**src/rtl/pp_pipeline_accel_pkg.sv**
```systemverilog
// Shared types, constants and output-range helpers for the pp_pipeline accelerator datapath.
package pp_pipeline_accel_pkg;

  localparam int PP_MULADD_LAT = 4;
  localparam int PP_MAX_W      = 128;

  typedef struct packed {
    logic valid;
    logic acc_en;
    logic last;
  } stage_ctl_t;

  // Upper/lower bound of a w-bit result, returned wide enough to compare any accumulator value.
  function automatic logic signed [PP_MAX_W-1:0] range_hi(input int unsigned w, input bit sgn);
    logic signed [PP_MAX_W-1:0] one;
    one = PP_MAX_W'(1);
    return (one << (sgn ? w - 1 : w)) - one;
  endfunction

  function automatic logic signed [PP_MAX_W-1:0] range_lo(input int unsigned w, input bit sgn);
    logic signed [PP_MAX_W-1:0] one;
    one = PP_MAX_W'(1);
    return sgn ? -(one << (w - 1)) : '0;
  endfunction

endpackage

```
**src/rtl/pp_pipeline_accel_muladd_sat.sv**
```systemverilog
// Combinational output formatter: flags results outside the OUT_W range and truncates or clamps.
module pp_pipeline_accel_muladd_sat
  import pp_pipeline_accel_pkg::*;
#(
  parameter int ACC_W  = 48,
  parameter int OUT_W  = 21,
  parameter int SIGNED = 0,
  parameter int SAT    = 0
) (
  input  logic [ACC_W-1:0] p,
  output logic [OUT_W-1:0] dout,
  output logic             ovf
);

  localparam bit SGN = (SIGNED != 0);
  localparam logic signed [PP_MAX_W-1:0] HI = range_hi(OUT_W, SGN);
  localparam logic signed [PP_MAX_W-1:0] LO = range_lo(OUT_W, SGN);

  logic signed [PP_MAX_W-1:0] px;
  logic over, under;

  always_comb begin
    if (SGN) px = PP_MAX_W'($signed(p));
    else     px = PP_MAX_W'(p);
    over  = px > HI;
    under = px < LO;
    ovf   = over || under;
    dout  = p[OUT_W-1:0];
    if (SAT != 0) begin
      if (over)       dout = HI[OUT_W-1:0];
      else if (under) dout = LO[OUT_W-1:0];
    end
  end

endmodule

```
**src/rtl/pp_pipeline_accel_muladd_acc_pipe.sv**
```systemverilog
// Four-stage multiply-add with optional group accumulation; a single advance enable
// stalls every stage together when the output is held by downstream.
module pp_pipeline_accel_muladd_acc_pipe
  import pp_pipeline_accel_pkg::*;
#(
  parameter int A_W    = 8,
  parameter int B_W    = 13,
  parameter int C_W    = 15,
  parameter int ACC_W  = 48,
  parameter int OUT_W  = 21,
  parameter int SIGNED = 0,
  parameter int SAT    = 0
) (
  input  logic             clk,
  input  logic             reset,
  input  logic             in_valid,
  output logic             in_ready,
  input  logic [A_W-1:0]   din0,
  input  logic [B_W-1:0]   din1,
  input  logic [C_W-1:0]   din2,
  input  logic             acc_en,
  input  logic             in_last,
  output logic             out_valid,
  input  logic             out_ready,
  output logic [OUT_W-1:0] dout,
  output logic             out_ovf
);

  logic adv, take;
  logic [ACC_W-1:0] a_x, b_x, c_x;
  logic [ACC_W-1:0] a1, b1, c1, m2, c2, p, addend;
  stage_ctl_t ctl1, ctl2;
  logic first, emit3;
  logic [OUT_W-1:0] fmt_dout;
  logic fmt_ovf;

  assign adv      = !out_valid || out_ready;
  assign in_ready = adv && !reset;
  assign take     = in_valid && in_ready;

  always_comb begin
    if (SIGNED != 0) begin
      a_x = ACC_W'($signed(din0));
      b_x = ACC_W'($signed(din1));
      c_x = ACC_W'($signed(din2));
    end else begin
      a_x = ACC_W'(din0);
      b_x = ACC_W'(din1);
      c_x = ACC_W'(din2);
    end
  end

  // A standalone beat or the opening beat of a group restarts the sum from c.
  assign addend = (!ctl2.acc_en || first) ? c2 : p;

  always_ff @(posedge clk) begin
    if (reset) begin
      a1        <= '0;
      b1        <= '0;
      c1        <= '0;
      ctl1      <= '0;
      m2        <= '0;
      c2        <= '0;
      ctl2      <= '0;
      p         <= '0;
      first     <= 1'b1;
      emit3     <= 1'b0;
      out_valid <= 1'b0;
      dout      <= '0;
      out_ovf   <= 1'b0;
    end else if (adv) begin
      a1   <= a_x;
      b1   <= b_x;
      c1   <= c_x;
      ctl1 <= '{valid: take, acc_en: acc_en, last: in_last};
      m2   <= a1 * b1;
      c2   <= c1;
      ctl2 <= ctl1;
      if (ctl2.valid) begin
        p     <= m2 + addend;
        first <= !ctl2.acc_en || ctl2.last;
      end
      emit3     <= ctl2.valid && (!ctl2.acc_en || ctl2.last);
      out_valid <= emit3;
      if (emit3) begin
        dout    <= fmt_dout;
        out_ovf <= fmt_ovf;
      end
    end
  end

  pp_pipeline_accel_muladd_sat #(
    .ACC_W (ACC_W),
    .OUT_W (OUT_W),
    .SIGNED(SIGNED),
    .SAT   (SAT)
  ) u_sat (
    .p   (p),
    .dout(fmt_dout),
    .ovf (fmt_ovf)
  );

endmodule
```
**config.mk**
```make
export PLATFORM = sky130hd
export DESIGN_NAME = pp_pipeline_accel_muladd_acc_pipe
export DESIGN_NICKNAME = d
export VERILOG_FILES = /design/src/rtl/pp_pipeline_accel_pkg.sv /design/src/rtl/pp_pipeline_accel_muladd_sat.sv /design/src/rtl/pp_pipeline_accel_muladd_acc_pipe.sv
export SDC_FILE = /design/constraint.sdc
export NUM_CORES = 1
export LEC_CHECK = 0
export CAP_MARGIN = 20
export CORE_MARGIN = 8
export CORE_UTILIZATION = 65
export CTS_CLUSTER_SIZE = 30
export DETAILED_ROUTE_END_ITERATION = 10
export PLACE_DENSITY_LB_ADDON = 0.15
export SYNTH_ARGS = -nofsm -noshare
export SYNTH_HDL_FRONTEND = slang
export SYNTH_HIERARCHICAL = 1
export SYNTH_SLANG_ARGS = --single-unit
```
**constraint.sdc**
```tcl
create_clock -name clk -period 7.92 [get_ports clk]
set_input_delay 0.792 -clock clk [delete_from_list [all_inputs] [get_ports clk]]
set_output_delay 0.792 -clock clk [all_outputs]
set_load 0.05 [all_outputs]
```
After elaboration in Yosys (flattened, before gate mapping)
Cells that the tools add are included.
W data, S select, Z words.

cells by class
  $add $sub $neg = 1
  multipliers = 1
  magnitude comparators = 2
  mux-type cells = 1
  reduce and logical (&&, ||, !) cells = 12

operators by type and width
  cell                    number
  $add A48 B48 Y48        1
  $gt A48 B21 Y1 const B  1
  $lt A48 B1 Y1 const B   1
  $mux W48                1
  $mul A8 B13 Y21         1
  $logic_or A1 B1 Y1      4
  $reduce_and A2 Y1       2
  $logic_and A1 B1 Y1     3
  $logic_not A1 Y1        3

word-level totals
  flip-flop bits (word level) = 178
  input bits = 42
  output and inout bits = 24
  word-level logic and storage cells = 34

Logic depth before layout (Yosys ltp)
Gate-level depths: netlist (run 1).

  depth in word-level cells = 4
  depth in mapped cells = 18
  mapped depth without buffers = 17

Hierarchy
Netlist (run 1), hierarchy kept.

by module, submodules not included
  module                             times used  cells each  area an instance (sq um)  seq. area each (sq um)
  pp_pipeline_accel_muladd_acc_pipe  1           1313        10395.0                   3022.9
  pp_pipeline_accel_muladd_sat       1           30          215.2                     0.0

Least setup slack after synthesis (run 1)
Ideal clock, no wire load.

  kind = register -> register
  start = register a1[6]
  end = register m2[16]
  setup time = 0.122 ns
  arrival = 4.530 ns
  path slack = 3.268 ns
  cell stages (with the launch flop) = 17
  path buffers = 1
  clock period less this slack = 4.652 ns
  cell sequence = dfxtp_1 > clkbuf_1 > and2_1 > fa_1 > fa_1 > fa_1 > inv_1 > fa_1 > inv_1 > ha_1 > or3_1 > o22a_1 > a311oi_1 > nor2_1 > o31ai_1 > nor4_1 > nand3b_1

between the ends
  cells in the longest elaborated chain, start to end = 1

RTL lines
  item                      RTL line                                 source
  start: declaration        pp_pipeline_accel_muladd_acc_pipe.sv:31  logic [ACC_W-1:0] a1, b1, c1, m2, c2, p, addend;
  start signal: assignment  pp_pipeline_accel_muladd_acc_pipe.sv:58  a1 <= '0;
  start signal: assignment  pp_pipeline_accel_muladd_acc_pipe.sv:72  a1 <= a_x;
  $mul A8 B13 Y21           pp_pipeline_accel_muladd_acc_pipe.sv:76  m2 <= a1 * b1;
  end signal: assignment    pp_pipeline_accel_muladd_acc_pipe.sv:76
  end: declaration          pp_pipeline_accel_muladd_acc_pipe.sv:31

Every way passes these cells.
A chain may end at the register's enable or synchronous reset.

Worst setup path after layout (run 1)
  start = register a1[5]
  end = register m2[20]

Same word-level chain as after synthesis.

==> flow_summary.ini, run 1 <==
[placement]
gp_congestion = 0.9545
portBuffers = 65
placed_cell_area_um2 = 11170
hpwlAfterDp_um = 17190

[sta]
hold_slack_ps = 452.3
setup_tns_ps = 0
setup_viol = 0
layout_min_cycle_time_ps = 5148
fmax_mhz = 194.2
hold_viol = 0
rsz0062_at_grt = false
slew_viol_final = 0
worstMarginPinSlew_ps = 1016
post-route-period-util = 0.6500
maxSlewHeadroom = 0.3228
clock_skew_ps = 10.82

[cts]
cts_tree = built
hold_buffers = 0
clkSlewWorstSetupHoldPaths_ps = 70
post_cts_buffers = 0
cts_sinks = 151
ctsLongestPathBuffers = 2
clockRootBuffer = clkbuf_16
numCtsBuffers = 17
cts_resized = 0
htreeDepth = 4
clk_latency_ps = 430

[logic_synthesis]
async_flop_share = 0
avgSynthCellArea_um2 = 7.900
ys.flop_type = dfxtp_1
synth_area_um2 = 10610
yosys.area.top_type = dfxtp_1
synth_seq_area_share = 0.2849
syn_inst = 1343
yosys.area.top_type_share = 0.2849
yosysWarnings = 6
synth.distinct_cells = 69
synthesis.nets = 1514
synth_edf_count = 0
ys_ff_latch = 151
synth_area_leaders = dfxtp_1 28%, fa_1 13%, nand2_1 11%

[worst_setup_path]
r2r_start = a1[5]
crit_path_start_kind = register
arrival_ps = 5430
path_max_fanout = 14
rrSetupSlack_ps = 2770
r2r.worst_path.cells = 15
cp-end-kind = register
worstSetupPathType = reg -> reg
timing.rr.end = m2[20]
required_ps = 8210

[layout]
nets = 1515
final_common_cell = nand2_1
stdcell_area_um2 = 11800
fill_cells = 1271
mostFrequentLayoutCells = 324 x nand2_1, 151 x dfxtp_1, 141 x a21oi_1, 93 x and2_1, 89 x inv_1
antenna_cells = 0
drive_gt1_frac = 0.04495
area.growth.synth_to_final_pct = 11.25

[global_route]
grt_pass1_vias = 8777
grt_use_total = 0.2514
grt_max_degree = 95
antenna_found_initial = 0
gr-total-overflow = 0
grt_pass1_wl_um = 42390

[routing]
vias = 9076
wl_per_cell_um = 15.65
drcViolationCount = 0
drtIter0Drc = 672
wl_um = 24630
firstDrtPassIters = 5
ant_nets = 0
viasPerCell = 5.770

[power]
leakage_nw = 5.101
ir_drop_mv = 0.1807
total_power_mw = 2.010
powerDensity_nw_per_um2 = 170.3

[die]
die_h_um = 143.8
die_area_um2 = 20670
start_util = 0.6655
core_area_um2 = 15940
die-width_um = 143.8
pin_count = 66
row_count = 46

[min_path]
worstHoldStart = c1[6]
min_path_cells = 2
hold_class = reg -> reg
min_to = c1[6]

[outcome]
outcome = complete, no violations

[job]
cap_violations = 0
[layer usage]
layer / wire length [um] / track usage / share of wire
met1: 10850 / 0.3140 / 0.44
met2: 12130 / 0.4303 / 0.49
met3: 1103 / 0.04247 / 0.045
met4: 536 / 0.08633 / 0.022
met5: 0 / 0 / 0
[synth_stat cells, types with 9 or more instances]
library cell  number
a21o_1            16
and2_1            93
clkbuf_1          58
o2111ai_1          9
nor3_1            14
buf_4             21
nand3_1           22
and3_1            10
or3_1             13
xor2_1            11
fa_1              67
inv_1             89
buf_1              9
nor2_1            42
nand2_1          324
o21ai_0           24
nor4_1            11
a21oi_1          141
ha_1              62
xnor2_1           17
dfxtp_1          151
a211oi_1          16
o21ai_1            9
[cell type report]
cell class	instances	area (um2)	area share
multi-input cells	1013	6847	0.5800
repair buffers	72	704.4	0.05968
inverters	89	334.1	0.02830
flip-flops and latches	151	3023	0.2561
clock buffers	18	439.2	0.03721
clock inverters	14	186.4	0.01579
well taps	216	270.3	0.02290
[worst max path at each step]
| stage | endpoint | slack (ps) | start |
|---|---|---|---|
| finish | m2[20] | 2770 | a1[5] |
| global route | m2[20] | 2600 | a1[5] |
| CTS | m2[20] | 2810 | a1[5] |
| detailed placement | m2[16] | 2960 | a1[6] |
| global placement | m2[16] | 3070 | a1[6] |
| floorplan | m2[16] | 3270 | a1[6] |
[state kept, by name, indices dropped and copies added, names as in the netlist, 8 cells and up]
register / count
m2: 21
a1: 8
p: 48
c1: 15
b1: 13
c2: 15
dout: 21
[cells by family after synthesis]
family | share of synthesized area
AOI/OAI and AO/OA | 0.1656
xor gates and xnor gates | 0.02311
adders and majority gates | 0.1995
buffers and inverters | 0.07099
DFF | 0.2849
muxes | 0.002122
and+or+nand+nor | 0.2538
[per-stage QoR]
stage	utilization	worst slack [ps]	instances
3_3_place_gp	0.7004	3068	1540
3_5_place_dp	0.7004	2965	1540
2_1_floorplan	-	3268	1343
4_1_cts	0.7397	2814	1572
5_1_grt	0.7404	2602	1573
6_report	0.7404	2772	1573
[critical path: stages, from the launching register on]
cell and delay [ps]:
dfxtp_1 600, and2_1 220, fa_1 440, fa_1 520, fa_1 550, inv_1 60
fa_1 520, inv_1 40, ha_1 350, a21o_1 220, a21o_1 190, a2111oi_0 580
o21bai_1 190, a211oi_2 270, xnor2_1 170, a211oi_2 90
[power breakdown]
part | total [mW] | switching (mW) | internal, mW
clock network | 0.870 | 0.357 | 0.514
registers | 0.828 | 0.0358 | 0.792
logic | 0.312 | 0.178 | 0.134
total | 2.01 | 0.570 | 1.44
(Power assumes the default switching activity.)
==> inputs of run 2 (changes only) <==
CORE_UTILIZATION = 61   (was 65)
clock period = 5.2 ns   (was 7.92 ns; I/O delays follow)
==> run 2 against run 1 <==
  * Sequential power is 52% higher
  * Clock power increased by 40%
  * Total power grew 48%
  * Non-clock buffer count is 3 higher
  * Sequential cell count unchanged
  * Combinational power up 54%
  * Clock skew shrank 2.6 ps
  * Largest power group is now registers
==> flow_summary.ini, run 2 (same netlist as run 1, synthesis figures left out) <==
[outcome]
outcome = complete, no violations

[die]
die-width_um = 147.9
start_util = 0.6177
row_count = 48
pin_count = 66
die_area_um2 = 21870
core_area_um2 = 17180
die_h_um = 147.9

[worst_setup_path]
cp-end-kind = register
crit_slowest_cell = dfxtp_1
required_ps = 5510
path_max_fanout = 14
worstSetupPathType = reg -> reg
rrSetupSlack_ps = 280
r2r.worst_path.cells = 15
arrival_ps = 5230
crit_path_start_kind = register
r2r_start = a1[4]
cp_cell_sequence = and2_1 > fa_1 > fa_1 > fa_1 > inv_1 > fa_1 > inv_1 > ha_1 > or3_1 > o22a_1 > a311oi_1 > nor2_1 > o31ai_1 > nor4_1 > nand3b_1
critical_path.most_common_cell = fa_1
timing.rr.end = m2[16]
slowest_delay_ps = 600

[sta]
clock_skew_ps = 8.229
hold_viol = 0
setup_tns_ps = 0
slew_viol_final = 0
maxSlewHeadroom = 0.2899
worstMarginPinSlew_ps = 1065
post-route-period-util = 0.9456
layout_min_cycle_time_ps = 4917
rsz0062_at_grt = false
fmax_mhz = 203.4
setup_viol = 0
hold_slack_ps = 451.7

[power]
leakage_nw = 5.092
ir_drop_mv = 0.2524
powerDensity_nw_per_um2 = 251.5

[cts]
cts_resized = 0
cts_tree = built
numCtsBuffers = 17
clkSlewWorstSetupHoldPaths_ps = 60
hold_buffers = 0
ctsLongestPathBuffers = 2
post_cts_buffers = 0
clk_latency_ps = 440
cts_sinks = 151
htreeDepth = 4
clockRootBuffer = clkbuf_16

[layout]
antenna_cells = 0
nets = 1518
area.growth.synth_to_final_pct = 11.12
utilization = 0.6864
biggestRegsByFlops = p x48, dout x21, m2 x21
mostFrequentLayoutCells = 324 x nand2_1, 147 x dfxtp_1, 141 x a21oi_1, 93 x and2_1, 89 x inv_1
regMostFlops = p
largest_reg_flops = 48
final_common_cell = nand2_1
drive_gt1_frac = 0.04926

[placement]
gp_congestion = 0.9128
portBuffers = 65
hpwlAfterDp_um = 17720

[global_route]
grt_pass1_wl_um = 42860
grt_max_degree = 104
grt_pass1_vias = 8753
gr-total-overflow = 0
antenna_found_initial = 0
grt_use_total = 0.2361

[min_path]
worstHoldStart = c1[13]
min_to = c1[13]
hold_class = reg -> reg
min_path_cells = 2

[routing]
wl_um = 24700
wl_per_cell_um = 15.59
drcViolationCount = 0
ant_nets = 0
viasPerCell = 5.764
vias = 9136
drtIter0Drc = 529
firstDrtPassIters = 5

[job]
cap_violations = 0
[run 2: critical path: cells and delay by family (launching register included)]
kind	cells	cell delay [ps]
fa+ha+maj	5	2200
simple gates	5	1040
compound gates	3	850
flops	1	600
buf+inv	2	90
[run 2: worst max-delay path by stage]
stage           from     end  slack, ps  depth (start not counted)
2_1_floorplan  a1[6]  m2[16]        550                         16
5_1_grt        b1[8]  m2[20]         10                         15
3_5_place_dp   a1[6]  m2[20]        230                         15
3_3_place_gp   a1[6]  m2[16]        340                         15
4_1_cts        a1[6]  m2[16]        190                         15
6_report       a1[4]  m2[16]        280                         15
[run 2: metrics by stage]
| stage | area (um2) | total power, mW | setup slack (ps) | std cells |
|---|---|---|---|---|
| 2_1_floorplan | 10610 | 1.634 | 547.6 | 1343 |
| 3_3_place_gp | 11200 | 1.757 | 340.9 | 1552 |
| 6_report | 11790 | 2.966 | 283.1 | 1585 |
| 4_1_cts | 11780 | 2.975 | 193.1 | 1585 |
| 3_5_place_dp | 11210 | 1.765 | 228.6 | 1553 |
| 5_1_grt | 11790 | 3.101 | 12.46 | 1585 |
[run 2: layout make-up]
| cell class | count | area, um2 |
|---|---|---|
| multi-input cells | 1013 | 6848 |
| clock buffers | 20 | 456.7 |
| clock inverters | 12 | 115.1 |
| inverters | 89 | 334.1 |
| fillers | 1461 | 5386 |
| repair buffers | 75 | 726.9 |
| well taps | 225 | 281.5 |
| flip-flops and latches | 151 | 3028 |
[run 2: power by group]
group	switching [mW]	internal [mW]
Sequential	0.0548	1.21
Clock	0.532	0.690
Combinational	0.276	0.206
Total	0.862	2.10
[run 2: layer usage]
metal  routed length [um]  global-route usage  up-vias
met2                12000              0.3979      211
met5                    0                   0        -
li1                     -                   -     4500
met1                11080              0.3007     4381
met3                 1042             0.03883       44
met4                  578             0.08210        0
==> inputs of run 3 (changes only) <==
ABC_CLOCK_PERIOD_IN_PS = 5700   (was unset)
CORE_UTILIZATION = 65   (was 61)
SKIP_CTS_REPAIR_TIMING = 1   (was unset)
clock period = 5.7 ns   (was 5.2 ns; I/O delays follow)
==> run 3 against run 2 <==
  * Combinational power is 9.8% lower
  * Sequential share of layout area shrank 0.067 points
  * Die area fell by 5.5%
  * Global-route usage rose by 1.8 points
  * Sequential power decreased by 9%
  * Core utilization up 5.4 points
  * Register-to-register slack better by 420 ps
  * First-iteration DRC count grew 37%
  * Sequential cell count unchanged
  * Setup slack gained 420 ps
==> flow_summary.ini, run 3 (same netlist as run 1, synthesis figures left out) <==
[worst_setup_path]
rrSetupSlack_ps = 700
required_ps = 6080
r2r.worst_path.cells = 15
cp-end-kind = register
r2r_start = a1[6]
endpoint = m2[19]
worstSetupPathType = reg -> reg
timing.rr.end = m2[19]
arrival_ps = 5370
path_max_fanout = 14
cp-startpoint = a1[6]
crit_path_start_kind = register

[power]
pwr-share-comb = 0.157
leakage_nw = 5.094
p_sw_mw = 0.7898
clockPowerShare = 0.429
total_power_mw = 2.777
ir_drop_mv = 0.2395
pwr-share-seq = 0.414
switching_share = 0.2844
powerDensity_nw_per_um2 = 235.3
p_int_mw = 1.987

[sta]
worstMarginPinSlew_ps = 973.0
rsz0062_at_grt = false
layout_min_cycle_time_ps = 4996
setup_tns_ps = 0
hold_viol = 0
worst_slack_ps = 704.4
clock_skew_ps = 9.923
setup_viol = 0
maxSlewHeadroom = 0.3514
post-route-period-util = 0.8764
slew_viol_final = 0
fmax_mhz = 200.2

[die]
core_area_um2 = 15940
start_util = 0.6655
die_h_um = 143.8
die_area_um2 = 20670
die-width_um = 143.8
row_count = 46
pin_count = 66

[layout]
drive_gt1_frac = 0.04566
biggestRegsByFlops = p x48, dout x21, m2 x21
stdcell_area_um2 = 11800
antenna_cells = 0
nets = 1516
regArea_um2 = 3023
area.growth.synth_to_final_pct = 11.23
final_cell_count_no_fill = 1574
multi_input_area_um2 = 6847
fill_cells = 1247
final_common_cell = nand2_1
largest_reg_flops = 48
mostFrequentLayoutCells = 324 x nand2_1, 151 x dfxtp_1, 141 x a21oi_1, 93 x and2_1, 89 x inv_1
regMostFlops = p

[min_path]
hold_class = reg -> reg

[placement]
hpwlAfterDp_um = 17310
dp_cells = 1541
portBuffers = 65
place_ws_ps = 737.6
placed_cell_area_um2 = 11170
gp_congestion = 0.9474

[outcome]
outcome = complete, no violations

[routing]
ant_nets = 0
drtIter0Drc = 725
viasPerCell = 5.862
wl_um = 25170
vias = 9227
drcViolationCount = 0
firstDrtPassIters = 6
wl_per_cell_um = 15.99

[global_route]
grt_pass1_wl_um = 42800
antenna_found_initial = 0
grt_use_total = 0.2540
grt_pass1_vias = 8931
grtUsageMet1 = 0.3142
busiest_layer = met2
grt_max_degree = 93
met2_usage = 0.4440
grt_use_met3 = 0.03882
gr-total-overflow = 0

[cts]
htreeDepth = 4
numCtsBuffers = 17
clkSlewWorstSetupHoldPaths_ps = 60
cts_tree = built
clk_latency_ps = 440
clockRootBuffer = clkbuf_16
ctsLongestPathBuffers = 2
cts_sinks = 151

[job]
cap_violations = 0
-- run 3: critical path: stages (launching register included) --
cell,delay (ps)
dfxtp_1,600
and2_1,220
fa_1,450
fa_1,520
fa_1,540
inv_1,60
fa_1,530
inv_1,40
ha_1,330
o21a_1,210
or2_2,270
o2111ai_1,140
a21oi_1,150
or2_1,310
a2111oi_0,420
a211o_1,150
-- run 3: through the flow --
stage | utilization | hold slack, ps
floorplan | - | 431.9
finish | 0.7402 | 450.7
global placement | 0.7009 | 439.3
CTS | 0.7395 | 454.4
global route | 0.7402 | 471.3
detailed placement | 0.7009 | 445.7
-- run 3: worst min path at each step --
stage / endpoint / start / slack [ps] / cells past startpoint
2_1_floorplan: ctl2[0] / ctl2[0] / 430 / 2
3_3_place_gp: ctl2[0] / ctl2[0] / 440 / 2
3_5_place_dp: c2[5] / c2[5] / 450 / 2
5_1_grt: c2[14] / c1[14] / 470 / 2
4_1_cts: ctl1[1] / ctl1[1] / 450 / 2
6_report: ctl1[1] / ctl1[1] / 450 / 2
-- run 3: final cells by class --
cell class / count / area share
Clock buffer: 17 / 0.03605
Clock inverter: 15 / 0.01612
Inverter: 89 / 0.02831
Multi-Input combinational cell: 1013 / 0.5802
Sequential cell: 151 / 0.2561
Tap cell: 216 / 0.02290
Timing Repair Buffer: 73 / 0.06033
-- run 3: routing by layer --
layer  vias to the layer above  part of all wire  wire length (um)
met3                        35             0.048              1210
met5                         -                 0                 0
li1                       4500                 -                 -
met4                         0             0.014               360
met2                       273              0.51             12720
met1                      4419              0.43             10890
-- run 3: power groups by stage --
stage / Clock, mW / Combinational [mW] / Sequential [mW]
final: 1.19 / 0.435 / 1.15
after global routing: 1.25 / 0.496 / 1.16
after CTS: 1.20 / 0.435 / 1.15
after detailed placement: 0 / 0.429 / 1.17
after global placement: 0 / 0.421 / 1.17
after floorplan: 0 / 0.339 / 1.15
